$ cat config.mk
export PLATFORM = sky130hd
export DESIGN_NAME = alu_8bit
export DESIGN_NICKNAME = d
export VERILOG_FILES = /design/src/rtl/alu_pkg.sv /design/src/rtl/alu_comb.sv /design/src/rtl/alu_8bit.sv
export SDC_FILE = /design/constraint.sdc
export NUM_CORES = 1
export LEC_CHECK = 0
export ABC_AREA = 1
export CAP_MARGIN = 25
export CORE_ASPECT_RATIO = 1.2
export CORE_MARGIN = 4
export CORE_UTILIZATION = 32
export CTS_BUF_LIST = sky130_fd_sc_hd__clkbuf_4
export DETAILED_ROUTE_END_ITERATION = 7
export MAX_ROUTING_LAYER = met4
export PLACE_DENSITY = 0.54
export SLEW_MARGIN = 30
export SYNTH_ARGS = -nofsm -noshare
export SYNTH_HDL_FRONTEND = slang
export SYNTH_SLANG_ARGS = --single-unit
export TNS_END_PERCENT = 10
$ cat constraint.sdc
create_clock -name clk -period 29.3 [get_ports clk]
set_clock_uncertainty 0.15 [all_clocks]
set_input_delay 4.395 -clock clk [delete_from_list [all_inputs] [get_ports clk]]
set_output_delay 4.395 -clock clk [all_outputs]
set_load 0.01 [all_outputs]
$ cat src/rtl/alu_pkg.sv
// Shared definitions for the 8-bit ALU: operation encoding and datapath widths.
package alu_pkg;

    localparam int DATA_W = 8;
    localparam int SEL_W  = 4;

    // Operation select encoding; all 16 codes are defined operations.
    typedef enum logic [SEL_W-1:0] {
        OP_ADD  = 4'h0,
        OP_SUB  = 4'h1,
        OP_MUL  = 4'h2,
        OP_DIV  = 4'h3,
        OP_SHL  = 4'h4,
        OP_SHR  = 4'h5,
        OP_ROTL = 4'h6,
        OP_ROTR = 4'h7,
        OP_AND  = 4'h8,
        OP_OR   = 4'h9,
        OP_XOR  = 4'hA,
        OP_NOR  = 4'hB,
        OP_NAND = 4'hC,
        OP_XNOR = 4'hD,
        OP_GT   = 4'hE,
        OP_EQ   = 4'hF
    } alu_op_e;

endpackage : alu_pkg

$ cat src/rtl/alu_comb.sv
// Purely combinational ALU decode: produces the next result and carry flag
// from the operands and the operation select.
module alu_comb
    import alu_pkg::*;
(
    input  logic [DATA_W-1:0] a_i,
    input  logic [DATA_W-1:0] b_i,
    input  logic [SEL_W-1:0]  sel_i,
    output logic [DATA_W-1:0] result_o,
    output logic              carry_o
);

    logic [DATA_W:0]     sum_w;
    logic [DATA_W:0]     diff_w;
    logic [2*DATA_W-1:0] prod_w;

    // Widened arithmetic so carry, borrow and product overflow are visible.
    assign sum_w  = {1'b0, a_i} + {1'b0, b_i};
    assign diff_w = {1'b0, a_i} - {1'b0, b_i};
    assign prod_w = {{DATA_W{1'b0}}, a_i} * {{DATA_W{1'b0}}, b_i};

    // Operation decode; carry defaults to 0 and only arithmetic/shift ops set it.
    always_comb begin
        result_o = '0;
        carry_o  = 1'b0;
        case (alu_op_e'(sel_i))
            OP_ADD: begin
                result_o = sum_w[DATA_W-1:0];
                carry_o  = sum_w[DATA_W];
            end
            OP_SUB: begin
                // Top bit of the 9-bit difference is the borrow (A < B).
                result_o = diff_w[DATA_W-1:0];
                carry_o  = diff_w[DATA_W];
            end
            OP_MUL: begin
                result_o = prod_w[DATA_W-1:0];
                carry_o  = |prod_w[2*DATA_W-1:DATA_W];
            end
            OP_DIV: begin
                // Divide by zero reports all-ones with the carry as error flag.
                if (b_i == '0) begin
                    result_o = {DATA_W{1'b1}};
                    carry_o  = 1'b1;
                end else begin
                    result_o = a_i / b_i;
                end
            end
            OP_SHL: begin
                result_o = {a_i[DATA_W-2:0], 1'b0};
                carry_o  = a_i[DATA_W-1];
            end
            OP_SHR: begin
                result_o = {1'b0, a_i[DATA_W-1:1]};
                carry_o  = a_i[0];
            end
            OP_ROTL: result_o = {a_i[DATA_W-2:0], a_i[DATA_W-1]};
            OP_ROTR: result_o = {a_i[0], a_i[DATA_W-1:1]};
            OP_AND:  result_o = a_i & b_i;
            OP_OR:   result_o = a_i | b_i;
            OP_XOR:  result_o = a_i ^ b_i;
            OP_NOR:  result_o = ~(a_i | b_i);
            OP_NAND: result_o = ~(a_i & b_i);
            OP_XNOR: result_o = ~(a_i ^ b_i);
            OP_GT:   result_o = {{(DATA_W-1){1'b0}}, (a_i > b_i)};
            OP_EQ:   result_o = {{(DATA_W-1){1'b0}}, (a_i == b_i)};
            default: begin
                result_o = '0;
                carry_o  = 1'b0;
            end
        endcase
    end

endmodule : alu_comb

$ cat src/rtl/alu_8bit.sv
// 8-bit ALU execute unit: combinational decode followed by a single output
// register stage. One result per cycle, fixed one-cycle latency, no handshake:
// inputs sampled at a rising edge are reflected on the outputs right after it.
module alu_8bit
    import alu_pkg::*;
(
    input  logic              clk,
    input  logic              rst,
    input  logic [DATA_W-1:0] A,
    input  logic [DATA_W-1:0] B,
    input  logic [SEL_W-1:0]  ALU_Sel,
    output logic [DATA_W-1:0] ALU_Out,
    output logic              CarryOut
);

    logic [DATA_W-1:0] result_d;
    logic              carry_d;
    logic [DATA_W-1:0] result_q;
    logic              carry_q;

    alu_comb u_alu_comb (
        .a_i      (A),
        .b_i      (B),
        .sel_i    (ALU_Sel),
        .result_o (result_d),
        .carry_o  (carry_d)
    );

    // Output register; synchronous reset wins over the operation being sampled.
    always_ff @(posedge clk) begin
        if (rst) begin
            result_q <= '0;
            carry_q  <= 1'b0;
        end else begin
            result_q <= result_d;
            carry_q  <= carry_d;
        end
    end

    assign ALU_Out  = result_q;
    assign CarryOut = carry_q;

endmodule : alu_8bit

=== Word level (Yosys, flattened, before mapping) ===
Index checks and enable logic that the tools add are counted.

* Flip-flop bits (word level): 9
* Input port bits: 22
* Logic and storage cells: 36

* Add/sub/neg operators: 2
* Multipliers: 1
* Divide/modulo/power cells: 1
* $lt $le $gt $ge: 1
* Eq/ne operators: 16
* Multiplexer cells: 4
* Bitwise gates (word level): 6
* Reduce and logical (&&, ||, !) cells: 3

{| class="wikitable"
|+ Operators by type and width
! operator !! number
|-
| $pmux 8 s16 || 1
|-
| $eq 4x4->1 const B || 8
|-
| $not 8->8 || 3
|-
| $eq 4x3->1 const B || 4
|-
| $mul 8x8->16 || 1
|-
| $add 8x8->9 || 1
|-
| $sub 8x8->9 || 1
|-
| $and 8x8->8 || 1
|-
| $div 8x8->8 || 1
|-
| $eq 4x2->1 const B || 2
|-
| $eq 8x8->1 || 1
|-
| $gt 8x8->1 || 1
|-
| $logic_not 8->1 || 1
|-
| $mux 8 || 1
|-
| $or 8x8->8 || 1
|-
| $reduce_or 8->1 || 1
|-
| $xor 8x8->8 || 1
|-
| $pmux 1 s6 || 1
|-
| $eq 4x1->1 const B || 1
|-
| $logic_not 4->1 || 1
|-
| $mux 1 || 1
|}

=== Longest topological paths before layout ===
Gate-level depths: netlist of the first run.

* Depth in word-level cells: 3
* Gate-level depth with buffers: 67

=== Modules after synthesis ===
A second synthesis of the first run with hierarchy kept.

* Cells, all modules: 900
* Area total of the unflattened synthesis: 5796.8 um2

{| class="wikitable"
|+ By module, submodules not included
! module !! times used !! cells an instance !! area each (um2) !! sequential area each (um2)
|-
| alu_comb || 1 || 872 || 5537.8 || 0.0
|-
| alu_8bit || 1 || 28 || 259.0 || 180.2
|}

=== Worst setup path before layout of the first run ===
No wires, ideal clock.

* Kind: in2reg
* Start: in B[0]
* End: reg result_q[0], in the netlist ALU_Out[0]
* Data arrival time: 12.013 ns
* Data required time: 29.041 ns
* Slack: 17.028 ns
* Stages on the path: 65
* Path through: inv_1 -> ha_1 -> o21ai_0 -> inv_1 -> nand3_1 -> nand2_1 -> ha_1 -> o21ai_0 -> nand2_1 -> nand2_2 -> inv_2 -> nand2_2 -> nand2_1 -> ha_1 -> a21oi_1 -> nand2_1 -> nand2_1 -> nand2_1 -> [29 not listed] -> nand3_1 -> and2_1 -> ha_1 -> inv_1 -> nor4_4 -> nand2_1 -> nand3_1 -> buf_4 -> o21ai_0 -> ha_1 -> a21oi_1 -> o21ai_0 -> nand2_1 -> o2111ai_1 -> o21ai_0 -> nand3_1 -> nand2_1 -> inv_1

* Longest elaborated chain between the ends: 3

{| class="wikitable"
|+ RTL lines
! what !! RTL line !! source
|-
| start, declared || alu_8bit.sv:10 || <nowiki>input logic [DATA_W-1:0] B,</nowiki>
|-
| $div 8x8->8, or another cell as far along || alu_comb.sv:46 || <nowiki>result_o = a_i / b_i;</nowiki>
|-
| $mux 8, or another cell as far along || alu_comb.sv:42 || <nowiki>if (b_i == '0) begin</nowiki>
|-
| $pmux 8 s16 (*) || alu_comb.sv:26 || <nowiki>case (alu_op_e'(sel_i))</nowiki>
|-
| end signal, assigned || alu_8bit.sv:35 || <nowiki>result_q <= result_d;</nowiki>
|-
| end, declared || alu_8bit.sv:18 || <nowiki>logic [DATA_W-1:0] result_q;</nowiki>
|}

Mark *: on every way between the ends. The rest lies on a longest branch, timed or not.
A chain may end at the register's enable or synchronous reset.

=== Worst setup path in the final report of the first run ===
Ends and elaborated chain as after synthesis.

==> flow_summary_export.csv, run 1 <==
group,metric,value,unit
sta,rsz0062_at_grt,"no",
global_route,grt_pass1_vias,5920,
setup_path,cpMostUsedCell,"nand2_1",
logic_synthesis,async_flop_share,0,
logic_synthesis,synth_edf_count,0,
cells_and_area,multi_input_area,4800,µm²
routing,drt-pass1-iter-count,5,
setup_path,worst_setup_path_start_kind,"input port",
clocking,clock-sinks,9,
routing,routed_via_density,5.14,
pwr,pwr_density_cell,35.0,nW/µm²
sta,fin_setup_tns,0,ns
floorplanning,fp.coreArea,18200,µm²
floorplanning,die_area,20700,µm²
global_route,grt_usage,0.181,
logic_synthesis,synth_top_area_cell,"ha_1",
cells_and_area,nets,1127,
clocking,clk_pin_slew,0.06,ns
placement,post-dp-hpwl,15400,µm
cells_and_area,drive_above_1_share,0.0465,
clocking,cts_hold_buf,0,
setup_path,worstPathArrival,14.47,ns
global_route,antenna_found_initial,0,
clocking,htree_levels,1,
pwr,pwr-share-clk,0.046,
floorplanning,initial_core_util,0.325,
cells_and_area,fillCellCount,2022,
cells_and_area,ff_latch_area,180,µm²
logic_synthesis,syn_area,5910,µm²
routing,final_antenna_net_count,0,
clocking,cts_setup_buffers,0,
placement,port-buffer-count,30,
job,drv_cap,0,
pwr,p_int,94.6,µW
placement,dpl_cell_area,6380,µm²
cells_and_area,finalInstanceArea,6410,µm²
sta,setup_viol,0,
clocking,cts_tree,"yes",
logic_synthesis,yosysSeqAreaShare,0.0305,
clocking,root_buffer,"clkbuf_4",
pwr,p_comb_frac,0.892,
pwr,vdd_ir_drop_max,0.0162,mV
status,status,"finished clean",
setup_path,crit_fanout,12,
sta,max_freq,0.0694,GHz
global_route,grt_start_max_net_pins,14,
logic_synthesis,synth_fp_nets,1109,
logic_synthesis,synth_warnings,0,
placement,gp_congestion,0.971,
logic_synthesis,ys_ff_latch,9,
clocking,clockBufferDepth,2,
floorplanning,placementRows,54,
setup_path,slowest_stage,"clkdlybuf4s50_1",
routing,route.vias.total,6122,
hold_path,min_path_cells,2,
logic_synthesis,netlist_top_cells_area,"ha_1 21%, nand2_1 14%, inv_1 13%, fa_1 13%, nand3_1 5.4%",
routing,drt_wl_total,18600,µm
logic_synthesis,synth_top_area_frac,0.210,
sta,maxSlewViolCount,0,
setup_path,cp.required,29.35,ns
setup_path,crit_path_end_kind,"register",
sta,max_slew_margin,0.420,
pwr,p_seq_frac,0.062,
global_route,grt_pass1_wl,29800,µm
hold_path,min_path_type,"in -> reg",
logic_synthesis,synth_cell_type_count,48,
routing,drc,0,
floorplanning,die_h,157,µm
logic_synthesis,synth.most_common_cell,"nand2_1",
sta,tightest_slew,0.868,ns
cells_and_area,num_antenna_cells,0,
sta,post-route-period-util,0.492,
pwr,p_leak,0.00371,µW
sta,period_needed,14.41,ns
routing,drt_iter0_markers,348,
pwr,switching_share,0.579,
setup_path,critical-path-max-stage-delay,0.79,ns
logic_synthesis,synth_ff_type,"dfxtp_1",
clocking,ctsResizeCount,0,
logic_synthesis,synth_commonest_cells,"228 x nand2_1, 209 x inv_1, 99 x ha_1, 69 x nor2_1, 64 x nand3_1",
routing,wire_per_inst,15.6,µm
clocking,cts-buffers-inserted,3,
logic_synthesis,netlist_instances,950,
setup_path,critPathKind,"in -> reg",
pwr,netSwitchingPower,130,µW
logic_synthesis,syn_area_per_cell,6.22,µm²
sta,finalHoldViolCount,0,
floorplanning,ioPinCount,31,
global_route,grt_overflow,0,
floorplanning,fp.dieW,132,µm
cells_and_area,area_growth,8.62,%
## worst max-delay path: cells and delay by family
| kind | cells | cell delay (ns) |
|---|---|---|
| AND/OR/NAND/NOR | 40 | 4.33 |
| buffers and inverters | 8 | 1.61 |
| adder cells (fa/ha/maj) | 8 | 2.52 |
| AO/OA/AOI/OAI | 10 | 1.59 |
## power by group through the flow
stage          logic (µW)  registers [µW]  clock network (µW)
5_1_grt               231            14.0                11.6
6_report              200            13.9                10.4
3_5_place_dp          200            14.1                   0
2_1_floorplan         152            14.8                   0
3_3_place_gp          201            14.1                   0
4_1_cts               202            13.9                10.8
## flip-flops by register name, summed over array words and instances (netlist names)
signal    flops
ALU_Out       8
CarryOut      1
## layer usage
layer | track usage | wire length (µm) | vias up | share of wire
li1 | - | - | 3048 | -
met1 | 0.227 | 8350 | 2853 | 0.45
met2 | 0.307 | 8670 | 181 | 0.47
met3 | 0.0148 | 775 | 40 | 0.042
met4 | 0.0615 | 756 | 0 | 0.041
met5 | - | 0 | - | 0
## final timing paths
kind  start                    end  slack [ns]
max    B[0]  ALU_Out[0]$_SDFF_PP0_       14.89
min     rst    CarryOut$_SDFF_PP0_        4.59
## cell type report
cell class	count	area share
repair buffers	32	0.0492
clock buffers	4	0.00468
well taps	224	0.0437
multi-input cells	706	0.748
inverters	216	0.126
flip-flops and latches	9	0.0281
## layout by cell type, fill, tap and decap left out, types with 2 or more instances in the layout
| cell type | count |
|---|---|
| a211oi_1 | 3 |
| a21oi_1 | 36 |
| a221oi_1 | 3 |
| a31oi_1 | 2 |
| and2_1 | 7 |
| buf_4 | 2 |
| clkbuf_4 | 4 |
| clkdlybuf4s50_1 | 30 |
| dfxtp_1 | 9 |
| fa_1 | 38 |
| ha_1 | 99 |
| inv_1 | 209 |
| inv_2 | 7 |
| nand2_1 | 228 |
| nand2_2 | 6 |
| nand3_1 | 64 |
| nand3_2 | 7 |
| nand3b_1 | 2 |
| nand4_1 | 14 |
| nor2_1 | 69 |
| nor2_2 | 3 |
| nor3_1 | 9 |
| nor3_2 | 2 |
| nor4_1 | 3 |
| o2111ai_1 | 4 |
| o211ai_1 | 4 |
| o21a_1 | 2 |
| o21ai_0 | 41 |
| o21ai_1 | 5 |
| o21ai_2 | 3 |
| o21bai_1 | 3 |
| o22ai_1 | 13 |
| or2_2 | 6 |
| xnor2_1 | 5 |
| xor2_1 | 13 |
## kinds of logic after synthesis
logic type | after synthesis | share of synthesized area
AO/OA/AOI/OAI | 126 | 0.126
buffers and inverters | 235 | 0.157
flip-flops | 9 | 0.0305
AND/OR/NAND/NOR | 425 | 0.321
XOR/XNOR | 18 | 0.0267
adder cells (fa/ha/maj) | 137 | 0.339
## per-stage QoR
step	total power [µW]	setup WS (ns)	instances	utilization	hold WS (ns)
after floorplan	167	17.03	950	-	4.31
after global placement	215	14.84	1187	0.351	4.87
after detailed placement	214	14.67	1187	0.351	4.86
after CTS	227	14.94	1191	0.353	4.59
after global routing	257	13.68	1191	0.353	4.59
final	225	14.89	1191	0.353	4.59
(Power assumes the default switching activity.)
==> run 2, diff against run 1 <==
==> constraint.sdc (replaced) <==
create_clock -name clk -period 14.9 [get_ports clk]
set_clock_uncertainty 0.15 [all_clocks]
set_input_delay 2.235 -clock clk [delete_from_list [all_inputs] [get_ports clk]]
set_output_delay 2.235 -clock clk [all_outputs]
set_load 0.01 [all_outputs]
==> run 2 against run 1 <==
  * Non-clock buffer count did not move
  * Cell count did not move
  * Highest routed layer unchanged
  * Critical path depth rose by 1
  * Hold slack got worse by 2.2 ns
  * Largest power group unchanged
  * Routed wire length fell by 0.12%
  * Power rose by 97%
  * Clock power rose by 88%
  * Count of clock-buffer cells in the layout did not move
  * Largest cell class unchanged
  * Flip-flop and latch count did not move
  * Cell area did not move
==> flow_summary_export.csv, run 2 (same netlist as run 1, synthesis figures left out) <==
group,metric,value,unit
status,status,"finished clean",
sta,holdWs,2.43,ns
clocking,clock-sinks,9,
floorplanning,die_h,157,µm
sta,max_freq,0.0816,GHz
placement,gp_congestion,0.970,
sta,tightest_slew,0.887,ns
sta,period_needed,12.25,ns
setup_path,worst_setup_path_start_kind,"input port",
global_route,antenna_found_initial,0,
setup_path,crit_path_end_kind,"register",
routing,drt_wl_total,18500,µm
placement,port-buffer-count,30,
sta,fin_setup_tns,0,ns
floorplanning,ioPinCount,31,
clocking,cts-buffers-inserted,3,
placement,dpl_worst_slack,2.38,ns
hold_path,min_path_type,"in -> reg",
cells_and_area,final_common_cell,"nand2_1",
routing,drt-pass1-iter-count,5,
floorplanning,fp.dieW,132,µm
pwr,vdd_ir_drop_max,0.0333,mV
setup_path,critical-path-max-stage-delay,0.79,ns
global_route,grt_pass1_wl,29400,µm
setup_path,cpMostUsedCell,"nand2_1",
floorplanning,fp.coreArea,18200,µm²
sta,setup_viol,0,
cells_and_area,mostFrequentLayoutCells,"228 x nand2_1, 209 x inv_1, 99 x ha_1, 69 x nor2_1, 64 x nand3_1",
setup_path,cp.required,14.95,ns
sta,fin_ws,2.65,ns
clocking,htree_levels,1,
cells_and_area,area_growth,8.62,%
sta,post-route-period-util,0.822,
setup_path,critPathKind,"in -> reg",
cells_and_area,largest_register_ffs,8,
pwr,p_leak,0.00371,µW
global_route,grt_usage,0.179,
global_route,grt_overflow,0,
placement,post-dp-hpwl,15300,µm
sta,max_slew_margin,0.407,
routing,drt_iter0_markers,415,
cells_and_area,ff_latch_area,180,µm²
routing,final_antenna_net_count,0,
clocking,clockBufferDepth,2,
clocking,cts_tree,"yes",
setup_path,crit_fanout,12,
sta,finalHoldViolCount,0,
routing,drc,0,
clocking,clk_pin_slew,0.05,ns
floorplanning,die_area,20700,µm²
pwr,pwr_density_cell,68.9,nW/µm²
global_route,grt_start_max_net_pins,14,
floorplanning,initial_core_util,0.325,
setup_path,worstPathArrival,12.30,ns
routing,routed_via_density,5.10,
cells_and_area,num_antenna_cells,0,
clocking,root_buffer,"clkbuf_4",
global_route,grt_pass1_vias,5783,
job,drv_cap,0,
setup_path,endpoint,"ALU_Out[0]$_SDFF_PP0_",
cells_and_area,nets,1127,
sta,maxSlewViolCount,0,
pwr,design_power_total,442,µW
sta,rsz0062_at_grt,"no",
cells_and_area,fillCellCount,2023,
clocking,cts_hold_buf,0,
cells_and_area,drive_above_1_share,0.0465,
setup_path,slowest_stage,"clkdlybuf4s50_1",
routing,route.vias.total,6079,
clocking,ctsResizeCount,0,
cells_and_area,multi_input_area,4800,µm²
routing,wire_per_inst,15.6,µm
floorplanning,placementRows,54,
setup_path,worst_setup_path_startpoint,"B[0]",
clocking,cts_setup_buffers,0,
-- run 2: cell counts in the layout (fill, tap and decap cells not counted) --
No cell type changed its count.
-- run 2: layout make-up --
class | count | area share
Multi-Input combinational cell | 706 | 0.748
Tap cell | 224 | 0.0437
Clock buffer | 4 | 0.00468
Sequential cell | 9 | 0.0281
Inverter | 216 | 0.126
Timing Repair Buffer | 32 | 0.0492
-- run 2: per-stage QoR --
stage / area, µm² / cells / util
final: 6410 / 1191 / 0.353
after global routing: 6410 / 1191 / 0.353
after CTS: 6410 / 1191 / 0.353
after detailed placement: 6380 / 1187 / 0.351
after global placement: 6380 / 1187 / 0.351
after floorplan: 5910 / 950 / -
-- run 2: report_power, final --
group	leakage (µW)	switching, µW	internal, µW
Sequential	0.0000744	0.579	26.6
Clock	0.0000184	7.56	12.1
Combinational	0.00362	248	147
-- run 2: how the worst min path moves through the flow --
stage | cells after the start | start | slack, ns | end
2_1_floorplan | 1 | rst | 2.15 | CarryOut$_SDFF_PP0_
3_3_place_gp | 2 | rst | 2.71 | CarryOut$_SDFF_PP0_
3_5_place_dp | 2 | rst | 2.71 | CarryOut$_SDFF_PP0_
4_1_cts | 2 | rst | 2.43 | CarryOut$_SDFF_PP0_
5_1_grt | 2 | rst | 2.44 | CarryOut$_SDFF_PP0_
6_report | 2 | rst | 2.43 | CarryOut$_SDFF_PP0_
-- run 2: critical path, delay by kind of cell --
family / cells / cell delay (ns)
fa+ha+maj: 8 / 2.50
buf+inv: 9 / 1.80
compound gates: 11 / 1.79
simple gates: 39 / 3.98
-- run 2: layer usage --
| metal | part of all wire | up-vias | track usage | wire [µm] |
|---|---|---|---|---|
| li1 | - | 3052 | - | - |
| met1 | 0.44 | 2813 | 0.224 | 8230 |
| met2 | 0.47 | 176 | 0.304 | 8700 |
| met3 | 0.049 | 38 | 0.0186 | 916 |
| met4 | 0.037 | 0 | 0.0545 | 686 |
| met5 | 0 | - | - | 0 |
